===== src/rtl/cim_func_pkg.sv =====
// Shared types and helpers for the CIM output functional unit.
//
// Contents:
//   t_cim_func_state : FSM state encoding for cim_func_stream.
//   ceil_div         : ceiled integer division, used to size tile counts.
//   saturate         : clamps a 64-bit signed value to a w-bit signed range.
package cim_func_pkg;

  typedef enum logic [2:0] {
    IDLE,
    WAIT,
    READ,
    DRAIN,
    HANDOFF
  } t_cim_func_state;

  function automatic int ceil_div(input int a, input int b);
    return (a + b - 1) / b;
  endfunction

  // The result always fits in w signed bits, so callers may truncate it.
  function automatic logic signed [63:0] saturate(input logic signed [63:0] x, input int w);
    logic signed [63:0] hi;
    logic signed [63:0] lo;
    hi = (64'sd1 <<< (w - 1)) - 64'sd1;
    lo = -(64'sd1 <<< (w - 1));
    if (x > hi) return hi;
    else if (x < lo) return lo;
    else return x;
  endfunction

endpackage


===== src/rtl/cim_requant.sv =====
// Combinational requantiser for one output element.
//
// Sums the signed partial results of all vertical tiles at full precision,
// optionally clamps negative sums to zero, shifts right arithmetically and
// saturates to out_width signed bits.
//
// Optional feature: define CIM_FUNC_RELU_EN to clamp negative sums to 0
// before the shift (ReLU). Without it the sum is passed through signed.
//
// Ports:
//   tiles  in  v_cim_tiles*in_width  packed partial results, tile v at [v*in_width +: in_width]
//   shift  in  5                     arithmetic right shift amount
//   result out out_width             saturated signed element
module cim_requant
  import cim_func_pkg::*;
#(
  parameter int v_cim_tiles = 1,
  parameter int in_width    = 16,
  parameter int out_width   = 8
) (
  input  logic [v_cim_tiles*in_width-1:0] tiles,
  input  logic [4:0]                      shift,
  output logic [out_width-1:0]            result
);

  // One guard bit beyond the tree growth, so the sum never overflows.
  localparam int acc_width = in_width + $clog2(v_cim_tiles) + 1;

  logic signed [acc_width-1:0] sum;
  logic signed [acc_width-1:0] clamped;
  logic signed [acc_width-1:0] shifted;
  logic signed [63:0]          wide;

  always_comb begin
    sum = '0;
    for (int v = 0; v < v_cim_tiles; v++) begin
      sum = sum + $signed({{(acc_width - in_width){tiles[v*in_width + in_width - 1]}},
                           tiles[v*in_width +: in_width]});
    end

    clamped = sum;
`ifdef CIM_FUNC_RELU_EN
    if (sum[acc_width-1]) clamped = '0;
`endif

    // Shifts of acc_width or more fill with the sign bit, giving 0 or -1.
    shifted = clamped >>> shift;
    wide    = {{(64 - acc_width){shifted[acc_width-1]}}, shifted};
    result  = out_width'(saturate(wide, out_width));
  end

endmodule


===== src/rtl/cim_func_stream.sv =====
// Output functional unit for one crossbar (CIM) layer.
//
// After the layer's CIM compute finishes, walks every output element n,
// presents crossbar address n mod xbar_size, picks horizontal tile
// n / xbar_size, requantises the summed vertical tiles and streams the
// result to the next layer. When the last element has been accepted it
// releases the crossbar and pulses o_start_next once the next layer is free.
//
// Optional feature: CIM_FUNC_RELU_EN (see cim_requant); port list unchanged.
//
// Handshake: an element moves from o_data to the consumer on any rising
// clk edge where o_valid and i_ready are both high. o_data is held stable
// while o_valid=1 and i_ready=0; a new element is loaded whenever the output
// register is empty or being emptied in the same cycle.
//
// Ports:
//   clk, rst      clock, synchronous active-high reset
//   i_start       pulse, CIM compute for this layer finished (IDLE only)
//   i_cim_busy    crossbar array still computing/writing
//   i_next_busy   next layer's functional unit busy
//   i_shift       requantisation shift, captured when i_start is accepted
//   i_data        tile outputs at o_cim_addr; tile (h,v) at [(h*v_cim_tiles+v)*in_width +: in_width]
//   o_cim_addr    crossbar output address
//   o_busy        unit owns the crossbar outputs
//   o_data        requantised element
//   o_valid       o_data valid
//   i_ready       downstream accepts o_data
//   o_start_next  one-cycle pulse starting the next layer
module cim_func_stream
  import cim_func_pkg::*;
#(
  parameter int input_size  = 201,
  parameter int output_size = 512,
  parameter int xbar_size   = 256,
  parameter int in_width    = 16,
  parameter int out_width   = 8,
  parameter int v_cim_tiles = ceil_div(input_size, xbar_size),
  parameter int h_cim_tiles = ceil_div(output_size, xbar_size)
) (
  input  logic                                         clk,
  input  logic                                         rst,
  input  logic                                         i_start,
  input  logic                                         i_cim_busy,
  input  logic                                         i_next_busy,
  input  logic [4:0]                                   i_shift,
  input  logic [h_cim_tiles*v_cim_tiles*in_width-1:0]  i_data,
  output logic [$clog2(xbar_size)-1:0]                 o_cim_addr,
  output logic                                         o_busy,
  output logic [out_width-1:0]                         o_data,
  output logic                                         o_valid,
  input  logic                                         i_ready,
  output logic                                         o_start_next
);

  localparam int addr_w = $clog2(xbar_size);
  localparam int cnt_w  = (output_size > 1) ? $clog2(output_size) : 1;
  localparam int ht_w   = (h_cim_tiles > 1) ? $clog2(h_cim_tiles) : 1;
  localparam int tile_w = v_cim_tiles * in_width;

  t_cim_func_state      state;
  logic [cnt_w-1:0]     count;
  logic [ht_w-1:0]      h_tile;
  logic [4:0]           shift_q;
  logic [tile_w-1:0]    tile_sel;
  logic [out_width-1:0] requant_out;
  logic                 take;
  logic                 last;

  // Select the vertical tile group of the current horizontal tile.
  always_comb begin
    tile_sel = '0;
    for (int h = 0; h < h_cim_tiles; h++) begin
      if (h_tile == ht_w'(h)) tile_sel = i_data[h*tile_w +: tile_w];
    end
  end

  cim_requant #(
    .v_cim_tiles (v_cim_tiles),
    .in_width    (in_width),
    .out_width   (out_width)
  ) u_requant (
    .tiles  (tile_sel),
    .shift  (shift_q),
    .result (requant_out)
  );

  // Output register is free when empty or being drained this cycle.
  assign take = !o_valid || i_ready;
  assign last = (count == cnt_w'(output_size - 1));

  always_ff @(posedge clk) begin
    if (rst) begin
      state        <= IDLE;
      count        <= '0;
      h_tile       <= '0;
      shift_q      <= '0;
      o_cim_addr   <= '0;
      o_busy       <= 1'b0;
      o_data       <= '0;
      o_valid      <= 1'b0;
      o_start_next <= 1'b0;
    end else begin
      o_start_next <= 1'b0;
      case (state)
        IDLE: begin
          if (i_start) begin
            shift_q <= i_shift;
            o_busy  <= 1'b1;
            state   <= i_cim_busy ? WAIT : READ;
          end
        end
        WAIT: begin
          if (!i_cim_busy) state <= READ;
        end
        READ: begin
          if (take) begin
            o_data  <= requant_out;
            o_valid <= 1'b1;
            if (last) begin
              // Park the walk at the start so no address past the last
              // element is ever presented.
              count      <= '0;
              o_cim_addr <= '0;
              h_tile     <= '0;
              state      <= DRAIN;
            end else begin
              count <= count + 1'b1;
              if (o_cim_addr == addr_w'(xbar_size - 1)) begin
                o_cim_addr <= '0;
                h_tile     <= h_tile + 1'b1;
              end else begin
                o_cim_addr <= o_cim_addr + 1'b1;
              end
            end
          end
        end
        DRAIN: begin
          if (take) begin
            o_valid <= 1'b0;
            o_busy  <= 1'b0;
            state   <= HANDOFF;
          end
        end
        HANDOFF: begin
          if (!i_next_busy) begin
            o_start_next <= 1'b1;
            state        <= IDLE;
          end
        end
        default: state <= IDLE;
      endcase
    end
  end

endmodule


===== config.mk =====
export PLATFORM = sky130hd
export DESIGN_NAME = cim_func_stream
export DESIGN_NICKNAME = d
export VERILOG_FILES = /design/src/rtl/cim_func_pkg.sv /design/src/rtl/cim_requant.sv /design/src/rtl/cim_func_stream.sv
export SDC_FILE = /design/constraint.sdc
export NUM_CORES = 1
export LEC_CHECK = 0
export CAP_MARGIN = 20
export CELL_PAD_IN_SITES_DETAIL_PLACEMENT = 0
export CELL_PAD_IN_SITES_GLOBAL_PLACEMENT = 1
export CORE_MARGIN = 4
export CORE_UTILIZATION = 34
export CTS_CLUSTER_SIZE = 30
export DETAILED_ROUTE_END_ITERATION = 10
export GPL_TIMING_DRIVEN = 0
export PLACE_DENSITY = 0.72
export SETUP_SLACK_MARGIN = 0.15
export SLEW_MARGIN = 25
export SYNTH_ARGS = -nofsm -noshare
export SYNTH_HDL_FRONTEND = slang
export SYNTH_SLANG_ARGS = --single-unit

===== constraint.sdc =====
create_clock -name clk -period 2.8 [get_ports clk]
set_input_delay 0.56 -clock clk [delete_from_list [all_inputs] [get_ports clk]]
set_output_delay 0.56 -clock clk [all_outputs]
set_load 0.03 [all_outputs]

# Word-level counts from Yosys, hierarchy flattened
# Cells that the tools add are included.
[word_totals] reg_bits=37 in_bits=43 output_inout_bits=19 word_cells=63
[op_classes] add_sub_neg=3 order_cmp=2 n_eq_ne=12 n_shift=1 mux=22 n_bitwise=1 reduce_logical=13
[op_table] cell="8-bit two-way mux" n=4
[op_table] cell="3-bit two-way mux" n=6
[op_table] cell="17-bit by 8-bit greater-than comparator with 1-bit output, second input constant" n=1
[op_table] cell="17-bit by 8-bit < comparator with 1-bit output, second input constant" n=1
[op_table] cell="16-bit by 5-bit >>> shifter with 17-bit output" n=1
[op_table] cell="16-bit two-way mux" n=1
[op_table] cell="3-bit one-hot mux with 5 select lines" n=1
[op_table] cell="2-bit != test, second input constant" n=6
[op_table] cell="9-bit by 1-bit adder with 9-bit output, second input constant" n=1
[op_table] cell="9-bit equality test, second input constant" n=1
[op_table] cell="9-bit two-way mux" n=1
[op_table] cell="3-bit AND reduction" n=3
[op_table] cell="8-bit by 1-bit adder with 8-bit output, second input constant" n=1
[op_table] cell="8-bit equality test, second input constant" n=1
[op_table] cell="3-bit by 2-bit equality test with 1-bit output, second input constant" n=2
[op_table] cell="1-bit two-way mux" n=6
[op_table] cell="6-bit AND reduction" n=1
[op_table] cell="2-bit nonzero test" n=3
[op_table] cell="1-bit one-hot mux with 2 select lines" n=2
[op_table] cell="2-bit AND reduction" n=2
[op_table] cell="3-bit by 1-bit equality test with 1-bit output, second input constant" n=1
[op_table] cell="3-bit equality test, second input constant" n=1
[op_table] cell="3-bit logical NOT" n=1
[op_table] cell="2-bit two-way mux" n=1
[op_table] cell="other kinds (5)" n=5

# Depth between registers and ports, before layout
[depth] depth_word=5 mapped_depth=10 depth_no_buf=9

# Hierarchy
# Synthesis repeated with hierarchy kept, for this count alone.
[hier_totals] cells_unflattened=313 area_unflattened_um2=2717.6
[modules_own_cells] module="cim_func_stream" n_inst=1 cells_each=205 area_per_inst_um2=1830.5 seq_area_each_um2=740.7
[modules_own_cells] module="cim_requant" n_inst=1 cells_each=108 area_per_inst_um2=887.1 seq_area_each_um2=0.0

# Worst setup path before layout
# Ideal clock, no wire load.
[synth_path] kind="input to register" from="input i_data[30]" to="register o_data[1]" setup_time_ns=0.128 arrival_time_ns=2.515 t_required_ns=2.672 path_slack_ns=0.157 cell_stages=7 path_buffers=0 path_cell_list="mux2_2 mux4_2 a2111o_1 nor4_4 a21oi_2 o31ai_4 nor3_1"
[synth_via] elab_chain_cells=5 word_cells_on_any_way=6 cone_classes="order compare: 2; shift: 1; mux: 3"
[synth_rtl] element="start, declared" line="cim_func_stream.sv:46" source="input logic [h_cim_tiles*v_cim_tiles*in_width-1:0] i_data,"
[synth_rtl] element="16-bit two-way mux (*)" line="cim_func_stream.sv:73" source="if (h_tile == ht_w'(h)) tile_sel = i_data[h*tile_w +: tile_w];"
[synth_rtl] element="16-bit by 5-bit >>> shifter with 17-bit output (*)" line="cim_requant.sv:47" source="shifted = clamped >>> shift;"
[synth_rtl] element="17-bit by 8-bit < comparator with 1-bit output" line="cim_func_pkg.sv:28" source="else if (x < lo) return lo;"
[synth_rtl] element="8-bit two-way mux" line="cim_func_pkg.sv:28"
[synth_rtl] element="8-bit two-way mux (*)" line="cim_func_pkg.sv:27" source="if (x > hi) return hi;"
[synth_rtl] element="end signal, assigned" line="cim_func_stream.sv:117" source="o_data <= requant_out;"
[synth_rtl] element="end, declared" line="cim_func_stream.sv:49" source="output logic [out_width-1:0] o_data,"
# Every way passes the cells marked *; elsewhere a longest branch is shown, timed or not.
# A chain may end at the register's enable or synchronous reset.

# Worst setup path in the final report
[layout_path] from="input i_data[12]" to="register o_data[1]"
# The elaborated chain is that of the path after synthesis.

==> results.cfg <==
[placement]
placedCellCount = 473
port_buffers = 60
place_congestion = 0.861
dp_hpwl_um = 6120
place_area_mm2 = 0.00351

[clocking]
numClockSinks = 37
clk_pin_slew_ns = 0.07
cts_buffers = 5
cts-root-buf = clkbuf_8
holdBufCountCts = 0
htreeDepth = 2
cts_max_path_buffers = 2
cts_tree = done
clkLatencyLatePin_ns = 0.29

[setup_path]
worst-path-max-fanout = 5
worstPathArrival_ns = 2.76
end_kind = flip-flop
worstSetupPathType = input pin to flip-flop
critPathSlowestCell = mux4_2
crit_family = compound AO/OA/AOI/OAI gates
path_cells = dlygate4sd2_1, mux2_2, mux4_2, a2111o_1, nor4_4, a21oi_2, o31ai_4, nor3_2
path_buf_inv = 1
worstPathRequired_ns = 2.96
crit_path_start_kind = input pin
critPathMaxStageDelay_ns = 0.48

[synthesis]
synth_compound_area_frac = 0.155
syn_inst = 310
synth_edf_count = 0
ys_ff_latch = 37
ys_types = 47
synth_simple_gate_area_share = 0.200
yosysWarnings = 0
synth_area_mm2 = 0.00277
async_flop_share = 0
synth_top_family_by_area = multiplexers
synth_xor_area_frac = 0.0348
synth-adder-area-share = 0.0135
synth.avg_cell_area_um2 = 8.94
synth_mux_area_frac = 0.292
syn_nets = 356
ys.flop_type = dfxtp_1
yosysSeqAreaShare = 0.267

[floorplanning]
rows = 32
die_y_um = 98.3
die-area_mm2 = 0.00966
core_mm2 = 0.00781
io_pins = 62
chipWidth_um = 98.3
initial_core_util = 0.355

[sta]
fmax_mhz = 385
whs_ns = 0.466
relSlewSlack = 0.644
fin_tns_setup_ns = 0
rsz0062_at_grt = no
skew_ns = 0.0105
hold_viol_final = 0
maxSlewViolCount = 0
finalSetupViolCount = 0
worstMarginPinSlew_ns = 0.519
min_period_over_period = 0.928
period_minus_slack_ns = 2.60

[final_layout]
finalNonFillerCells = 489
final_common_cell = clkdlybuf4s50_1
seq_area_um2 = 744
drive_gt1_frac = 0.209
final_cell_mix = 44 x clkdlybuf4s50_1, 39 x nor2_1, 36 x dfxtp_1
finalInstanceArea_mm2 = 0.00378
num-fill-cells = 778
area_growth_pct = 36.3
nNetsFinal = 433
fin_util = 0.484
antennaDiodeCount = 0
multi_input_area_mm2 = 0.00201

[drt]
wl_per_cell_um = 15.8
viasPerCell = 5.39
drt-total-wl_um = 7750
initialDrtViolationCount = 114
drtPass1Iterations = 4
vias = 2634
route.detailed.drc = 0
drtAntennaViolNets = 0

[global_routing]
grt_use_total = 0.157
grt_pass1_vias = 2567
grt_max_degree = 12
overflow = 0
grt_pass1_wl_um = 12600
grt_antenna_before_repair = 0

[hold_path]
min_path_type = flip-flop to flip-flop

[power]
pwr_density_cell_mw_per_mm2 = 479
ir_drop_uv = 250
cellLeakagePower_uw = 0.00139

[run_status]
status = complete, no violations

[run]
drv_cap = 0
## synthesized netlist by cell type, types with 9 or more instances
cell type / count / share of area
nand2_1: 33 / 0.045
a211oi_1: 14 / 0.038
a21oi_1: 19 / 0.034
nor2_1: 39 / 0.053
mux4_2: 22 / 0.18
o21ai_0: 9 / 0.016
mux2_2: 9 / 0.037
mux2i_1: 19 / 0.069
dfxtp_1: 37 / 0.27
nand3_1: 9 / 0.016
clkbuf_1: 12 / 0.016
## cell type report
class / count / share of cell area
clock buffers: 6 / 0.0219
flip-flops and latches: 37 / 0.197
multi-input cells: 247 / 0.533
plain buffers: 20 / 0.0298
repair buffers: 70 / 0.176
clock inverters: 1 / 0.00199
inverters: 6 / 0.00662
well taps: 102 / 0.0338
## report_power, final
group | internal [uW] | total (uW) | switching, uW
logic | 384 | 816 | 433
registers | 580 | 616 | 36.4
clock network | 194 | 376 | 182
## worst reg2reg max path, cell delays in order (launching register included)
cell and delay [ns]:
dfxtp_4 0.39, mux2_4 0.32, mux4_2 0.49, a2111o_1 0.41, nor4_4 0.20, a21oi_2 0.11
o31ai_4 0.40, nor3_2 0.08
## state kept, by name, summed over array words and instances, names as in the netlist
register and cells:
o_cim_addr 8, o_data 8, state 3, o_busy 1
o_start_next 1, count 9, o_valid 1, h_tile 1
shift_q 5
## worst paths after layout
check	startpoint	to	slack [ns]	cells past startpoint
setup / recovery	i_data[12]	o_data[1]$_SDFFE_PP0P_	0.20	8
hold / removal	count[8]$_SDFFE_PP0P_	count[8]$_SDFFE_PP0P_	0.47	2
setup reg to reg	shift_q[0]$_SDFFE_PP0P_	o_data[1]$_SDFFE_PP0P_	0.28	7
hold reg to reg	count[8]$_SDFFE_PP0P_	count[8]$_SDFFE_PP0P_	0.47	2
## kinds of logic after synthesis
logic type	Yosys count
buffers and inverters	26
AO/OA/AOI/OAI	64
adder cells (fa/ha/maj)	3
flip-flops	37
XOR/XNOR	11
AND/OR/NAND/NOR	117
multiplexers	52
## what timing repair did
action | in CTS | in global routing
resized for setup | 22 | 38
pin swaps | 5 | 7
setup buffers | 5 | 4
setup endpoints to repair | 8 | 18
## per-layer routing
metal	vias to the layer above	track usage	wire length, um	part of all wire
met5	-	0	0	0
met4	0	0.0420	97	0.013
met3	9	0.0264	349	0.045
met2	70	0.274	3800	0.49
met1	1243	0.202	3500	0.45
li1	1312	-	-	-
## through the flow
stage | power (uW) | worst slack (ns)
after floorplan | 1120 | 0.157
final | 1810 | 0.200
after global routing | 1910 | 0.128
after CTS | 1790 | 0.172
after detailed placement | 1380 | -0.560
after global placement | 1370 | -0.555
No activity file was read; power rests on OpenSTA's default activity.
